==> src/rtl/accumulator_isoschedule_pkg.sv <==
// Shared definitions for the isoschedule accumulator: product width, run length
// limit, FSM state encodings and the run-length legality helper.
package accumulator_isoschedule_pkg;

  localparam int ACC_WIDTH   = 16;
  localparam int ACC_MAX_LEN = 64;

  localparam logic [1:0] ST_IDLE  = 2'd0;
  localparam logic [1:0] ST_ACCUM = 2'd1;
  localparam logic [1:0] ST_HOLD  = 2'd2;

  function automatic logic len_is_legal(input int unsigned len, input int unsigned max_len);
    return (len != 32'd0) && (len <= max_len);
  endfunction

endpackage

==> src/rtl/accumulator_isoschedule.sv <==
// Sums a run of len unsigned products from a valid/ready stream and holds the
// dot-product result on a valid/ready output until the next stage takes it.
module accumulator_isoschedule
  import accumulator_isoschedule_pkg::*;
#(
  parameter int ACC_W   = ACC_WIDTH,
  parameter int MAX_LEN = ACC_MAX_LEN,
  parameter int LEN_W   = $clog2(MAX_LEN + 1),
  parameter int OUT_W   = ACC_W + $clog2(MAX_LEN)
) (
  input  logic             clk,
  input  logic             rst_n,
  input  logic             start,
  input  logic [LEN_W-1:0] len,
  input  logic             prod_valid,
  input  logic [ACC_W-1:0] prod,
  output logic             prod_ready,
  output logic             sum_valid,
  output logic [OUT_W-1:0] sum,
  input  logic             sum_ready,
  output logic             busy,
  output logic             len_err
);

  logic [1:0]       state_q, state_d;
  logic [LEN_W-1:0] len_q, len_d;
  logic [LEN_W-1:0] cnt_q, cnt_d;
  logic [OUT_W-1:0] acc_q, acc_d;
  logic [OUT_W-1:0] sum_q, sum_d;
  logic             sum_valid_q, sum_valid_d;
  logic             len_err_q, len_err_d;

  logic             beat_s;
  logic [OUT_W-1:0] acc_next_s;
  logic             last_beat_s;

  // prod_ready comes from state alone so prod_valid never reaches an output combinationally
  assign prod_ready  = (state_q == ST_ACCUM);
  assign busy        = (state_q != ST_IDLE);
  assign sum_valid   = sum_valid_q;
  assign sum         = sum_q;
  assign len_err     = len_err_q;

  assign beat_s      = prod_valid & prod_ready;
  assign acc_next_s  = acc_q + OUT_W'(prod);
  assign last_beat_s = (cnt_q == (len_q - LEN_W'(1)));

  always_comb begin
    state_d     = state_q;
    len_d       = len_q;
    cnt_d       = cnt_q;
    acc_d       = acc_q;
    sum_d       = sum_q;
    sum_valid_d = sum_valid_q;
    len_err_d   = 1'b0;
    case (state_q)
      ST_IDLE: begin
        if (start) begin
          if (len_is_legal(32'(len), MAX_LEN)) begin
            len_d   = len;
            cnt_d   = '0;
            acc_d   = '0;
            state_d = ST_ACCUM;
          end else begin
            len_err_d = 1'b1;
          end
        end else begin
          state_d = ST_IDLE;
        end
      end
      ST_ACCUM: begin
        if (beat_s) begin
          acc_d = acc_next_s;
          cnt_d = cnt_q + LEN_W'(1);
          if (last_beat_s) begin
            sum_d       = acc_next_s;
            sum_valid_d = 1'b1;
            state_d     = ST_HOLD;
          end else begin
            state_d = ST_ACCUM;
          end
        end else begin
          state_d = ST_ACCUM;
        end
      end
      ST_HOLD: begin
        if (sum_valid_q && sum_ready) begin
          sum_valid_d = 1'b0;
          state_d     = ST_IDLE;
        end else begin
          state_d = ST_HOLD;
        end
      end
      default: begin
        state_d     = ST_IDLE;
        sum_valid_d = 1'b0;
      end
    endcase
  end

  always_ff @(posedge clk or negedge rst_n) begin
    if (!rst_n) begin
      state_q     <= ST_IDLE;
      len_q       <= '0;
      cnt_q       <= '0;
      acc_q       <= '0;
      sum_q       <= '0;
      sum_valid_q <= 1'b0;
      len_err_q   <= 1'b0;
    end else begin
      state_q     <= state_d;
      len_q       <= len_d;
      cnt_q       <= cnt_d;
      acc_q       <= acc_d;
      sum_q       <= sum_d;
      sum_valid_q <= sum_valid_d;
      len_err_q   <= len_err_d;
    end
  end

endmodule
==> config.mk <==
export PLATFORM = sky130hd
export DESIGN_NAME = accumulator_isoschedule
export DESIGN_NICKNAME = d
export VERILOG_FILES = /design/src/rtl/accumulator_isoschedule_pkg.sv /design/src/rtl/accumulator_isoschedule.sv
export SDC_FILE = /design/constraint.sdc
export NUM_CORES = 1
export LEC_CHECK = 0
export ABC_AREA = 1
export CORE_MARGIN = 1.5
export CORE_UTILIZATION = 24
export CTS_CLUSTER_SIZE = 14
export DETAILED_ROUTE_END_ITERATION = 6
export PLACE_DENSITY_LB_ADDON = 0.08
export SLEW_MARGIN = 5
export SYNTH_ARGS = -nofsm -noshare
export SYNTH_HDL_FRONTEND = slang
export SYNTH_SLANG_ARGS = --single-unit
==> constraint.sdc <==
create_clock -name clk -period 2.2 [get_ports clk]
set_input_delay 0.44 -clock clk [delete_from_list [all_inputs] [get_ports clk]]
set_output_delay 0.44 -clock clk [all_outputs]
set_load 0.005 [all_outputs]
After elaboration in Yosys (flattened, before gate mapping)
Cells that the tools add are included.
{"block": "word_totals", "latch_bits": 0, "ramBits": 0, "wordCells": 53, "register_bits": 62, "rom_bits": 0, "in_bits": 28, "n_memories": 0}
{"block": "op_classes", "bitwise_logic": 2, "n_div": 0, "addsub": 3, "reduce_logical": 10, "multipliers": 0, "magnitude_cmp": 1, "eq_ne": 9, "n_shift": 0, "n_mux": 21}
{"cell": "two-way mux 22 bit", "count": 3}
{"cell": "case mux 22 bit (2 select lines)", "count": 1}
{"cell": "adder 22 x 16 -> 22 bit", "count": 1}
{"cell": "two-way mux 7 bit", "count": 3}
{"cell": "case mux 7 bit (2 select lines)", "count": 1}
{"cell": "two-way mux 2 bit", "count": 5}
{"cell": "AND reduction 4 bit", "count": 2}
{"cell": "adder 7 x 1 -> 7 bit, second input constant", "count": 1}
{"cell": "== test 7 bit", "count": 1}
{"cell": "<= comparator 7 bit, second input constant", "count": 1}
{"cell": "nonzero test 7 bit", "count": 1}
{"cell": "subtractor 7 x 1 -> 7 bit, second input constant", "count": 1}
{"cell": "two-way mux 1 bit", "count": 6}
{"cell": "inequality test 2 bit, second input constant", "count": 3}
{"cell": "case mux 2 bit (3 select lines)", "count": 1}
{"cell": "AND reduction 3 bit", "count": 2}
{"cell": "inequality test 2 x 1 -> 1 bit, second input constant", "count": 2}
{"cell": "nonzero test 2 bit", "count": 2}
{"cell": "inequality test 3 bit, second input constant", "count": 1}
{"cell": "case mux 1 bit (3 select lines)", "count": 1}
{"cell": "== test 2 x 1 -> 1 bit, second input constant", "count": 1}
{"cell": "== test 2 bit, second input constant", "count": 1}
{"cell": "logical AND 1 bit", "count": 2}
{"cell": "logical NOT 2 bit", "count": 1}
{"cell": "other kinds (2)", "count": 2}

Depth between registers and ports, before layout
{"block": "logic_depth", "ltp_word": 5, "ltp_mapped": 15, "ltp_nobuf": 15}

Least setup slack after synthesis
Ideal clock, no wire load.
{"block": "synth_path", "path_type": "input to register", "startpoint": "input port prod[0]", "endpoint": "register acc_q[20]", "setup_slack_ps": 240, "t_arrival_ps": 1843, "setup_ps": 117, "n_path_buf": 0, "t_required_ps": 2083, "cell_stages": 15, "cell_sequence": "ha_1 inv_1 fa_1 inv_1 nand3_1 nand2_1 nand2_1 nand2_1 nand2_1 nand2_1 nand2_1 nand2_1 nand2_1 nand2_1 nand2_1"}
{"block": "synth_via", "elab_chain_cells": 3}
{"element": "from (decl)", "line": "accumulator_isoschedule.sv:16", "rtl": "input logic [ACC_W-1:0] prod,"}
{"element": "adder 22 x 16 -> 22 bit", "line": "accumulator_isoschedule.sv:45", "rtl": "assign acc_next_s = acc_q + OUT_W'(prod);"}
{"element": "two-way mux 22 bit", "line": "accumulator_isoschedule.sv:72", "rtl": "if (beat_s) begin"}
{"element": "case mux 22 bit (2 select lines)", "line": "accumulator_isoschedule.sv:56", "rtl": "case (state_q)"}
{"element": "to (signal assigned)", "line": "accumulator_isoschedule.sv:106", "rtl": "acc_q <= '0;"}
{"element": "to (signal assigned)", "line": "accumulator_isoschedule.sv:114", "rtl": "acc_q <= acc_d;"}
{"element": "to (decl)", "line": "accumulator_isoschedule.sv:28", "rtl": "logic [OUT_W-1:0] acc_q, acc_d;"}
Every way passes these cells. The select of a mux whose other input is x is not followed.
A chain may end at the register's enable or synchronous reset.

Worst setup path in the final report
{"block": "layout_path", "startpoint": "input port prod[12]", "endpoint": "register acc_q[13]"}
The elaborated chain is that of the path after synthesis.

==> run_results.csv <==
group,metric,value,unit
synth,netlist_top_cells_area,"dfrtp_1, nand2_1, inv_1",
clocking,clk_pin_slew,60,ps
timing,relSlewSlack,74.6,%
timing,setup_viol,0,
synth,synth_edf_count,0,
final_layout,nNetsFinal,754,
power_and_ir_drop,seqPwrFrac,25.1,%
critical_path,r2r_start,"len_q[0]",
clocking,clockBufferDepth,2,
synth,yosys.area.top_type_share,38.1,%
critical_path,crit_path_start,"prod[12]",
clocking,root_buffer,"clkbuf_16",
clocking,htreeDepth,3,
critical_path,cp-start-kind,"input port",
power_and_ir_drop,swShare,41.3,%
route,wl,11900,um
job,drv_cap,0,
power_and_ir_drop,power,7.25,mW
die,core_area,16600,um^2
synth,synth_top_area_cell,"dfrtp_1",
timing,finalCritPeriodShare,96.0,%
synth,synth.most_common_cell,"nand2_1",
place,place_hpwl,9070,um
power_and_ir_drop,total_leakage_power,3.03,nW
route,drc,0,
critical_path,crit_type,"in2reg",
timing,fmax,474,MHz
global_routing,grt_pass1_vias,3864,
final_layout,diodes,0,
power_and_ir_drop,pwr-share-comb,52.3,%
synth,syn_avg_cell_area,6.77,um^2
synth,async_reset_ff_share,100,%
timing,final.setup_skew,9.53,ps
synth,synthFlopType,"dfrtp_1",
critical_path,cp-end-kind,"flop",
route,dr.pass1.iters,4,
global_routing,grt_pass1_wl,20200,um
place,io_buffers,53,
final_layout,fillerInstances,1805,
die,num_rows,47,
route,vias_per_cell,4.13,
synth,ys_warn_count,0,
final_layout,multi_input_area,2240,um^2
synth,synth_seq_area_share,38.1,%
die,dieArea,17800,um^2
global_routing,grt_max_degree,63,
synth,ys_ff_latch,62,
clocking,numCtsBuffers,9,
global_routing,antenna_found_initial,0,
route,vias,3851,
synth,synth_commonest_cells,"nand2_1, inv_1, dfrtp_1",
timing,slew_violations,0,
die,start_util,24.6,%
route,wl_per_cell,12.8,um
route,ant_nets,0,
clocking,clock_latency,340,ps
final_layout,register_area,1550,um^2
global_routing,grt-ovfl-total,0,
final_layout,drive_above_1_share,14.7,%
power_and_ir_drop,pwr-share-clk,22.7,%
timing,setup_tns,0,ps
status,status,"completed",
synth,synth_cells,602,
synth,synth_nets,649,
global_routing,grt_usage,14.7,%
timing,rsz0062_at_grt,"false",
power_and_ir_drop,vdd_ir_drop_max,0.473,mV
power_and_ir_drop,cellPowerDensity,1290,nW/um^2
die,die_w,133,um
clocking,cts_num_sinks,62,
power_and_ir_drop,power.internal,4.26,mW
synth,yosysUniqueCellTypes,34,
place,routabilityCongestion,0.818,
timing,fin_crit,2110,ps
critical_path,cp_max_fo,5,
final_layout,syn2layout_area_growth,37.9,%
critical_path,arrival,2350,ps
die,io_pins,54,
clocking,cts_tree,"built",
synth,netlist_area,4070,um^2
route,drt_iter0_markers,195,
critical_path,cp.required,2440,ps
die,chipHeight,133,um
power_and_ir_drop,netSwitchingPower,2.99,mW
timing,worstMarginPinSlew,381,ps
min_path,hold_class,"in2async",
timing,timing.final.hold_violations,0,
[repair_timing]
item,in CTS,in global routing
pin swaps,0,5
endpoints found under the setup margin,9,29
resized for setup,5,20
setup buffers,0,3
hold buffers,0,0
endpoints found under the hold margin,0,0
[per-layer routing]
layer | global-route usage [%] | routed length [um]
met5 | 0 | 0
met4 | 5.80 | 147
met3 | 2.51 | 601
met2 | 20.8 | 4820
met1 | 22.0 | 6370
[logic make-up after synthesis]
| family | Yosys count | synth area share [%] |
|---|---|---|
| xor+xnor | 16 | 3.44 |
| buf+inv | 90 | 8.81 |
| simple gates | 376 | 38.2 |
| flops | 62 | 38.1 |
| mux | 1 | 0.246 |
| fa+ha+maj | 19 | 6.02 |
| compound gates | 38 | 5.19 |
[layout by cell type (no fill, tap or decap), types with 3 or more instances in the layout]
cell | Yosys | layout
xnor2_1 | 4 | 4
inv_2 | 4 | 7
inv_1 | 79 | 76
nand2_2 | 9 | 13
clkbuf_1 | 1 | 3
o21ai_2 | 4 | 4
a21oi_1 | 14 | 12
xor2_1 | 12 | 11
nand3_1 | 35 | 32
nand2_4 | 1 | 4
nand4_1 | 5 | 5
dfrtp_1 | 62 | 62
nand3_2 | 2 | 5
bufinv_16 | 0 | 3
nand2_1 | 273 | 266
nor2_1 | 40 | 39
clkbuf_16 | 0 | 9
o21ai_0 | 17 | 17
clkdlybuf4s50_1 | 0 | 51
buf_4 | 1 | 44
ha_1 | 18 | 16
[area by class of cell]
class	instances	share of cell area, %
multi-input cells	450	39.8
flip-flops and latches	62	27.6
repair buffers	100	16.2
inverters	84	5.61
well taps	220	4.90
clock buffers	12	4.21
clock inverters	4	1.69
[final timing paths]
| path | cells past startpoint | slack (ps) | endpoint |
|---|---|---|---|
| min in group clk | 2 | 470 | sum[19] |
| max | 12 | 90 | acc_q[13] |
| min | 2 | 110 | sum[7] |
| max reg2reg | 12 | 210 | sum_valid |
| min reg2reg | 2 | 470 | sum[19] |
| max in group asynchronous | 2 | 1780 | acc_q[13] |
[critical path: stages]
cell and delay, ps:
clkdlybuf4s50_1 410, ha_1 370, nand2_1 200, inv_1 60, a21oi_1 260, nand2_1 130, inv_1 100, nand2_1 60
nand2_1 60, nand2_1 110, nand2_1 90, nand2_1 50
[stage by stage]
step                      utilization (%)  instances  cell area (um^2)  hold WS, ps  setup WS [ps]
after floorplan                         -        602              4070          144            240
after global placement               31.3        913              5190          459           -491
after detailed placement             31.3        913              5190          465           -516
after CTS                            33.4        929              5540          135           16.8
after global routing                 33.9        932              5620          156           3.44
final                                33.9        932              5620          108           88.7
[power by group through the flow]
stage	logic, mW	clock network (mW)	registers (mW)
after floorplan	2.23	0	1.77
after global placement	3.68	0	1.84
after detailed placement	3.68	0	1.83
after CTS	3.73	1.70	1.82
after global routing	4.35	1.74	1.88
final	3.79	1.64	1.82
[registers in the layout, indices dropped and copies added (netlist names)]
signal and flops:
len_err 1, len_q 7, state_q 2, sum 22, cnt_q 7, acc_q 22, sum_valid 1
Power figures use the tool's default switching activity.
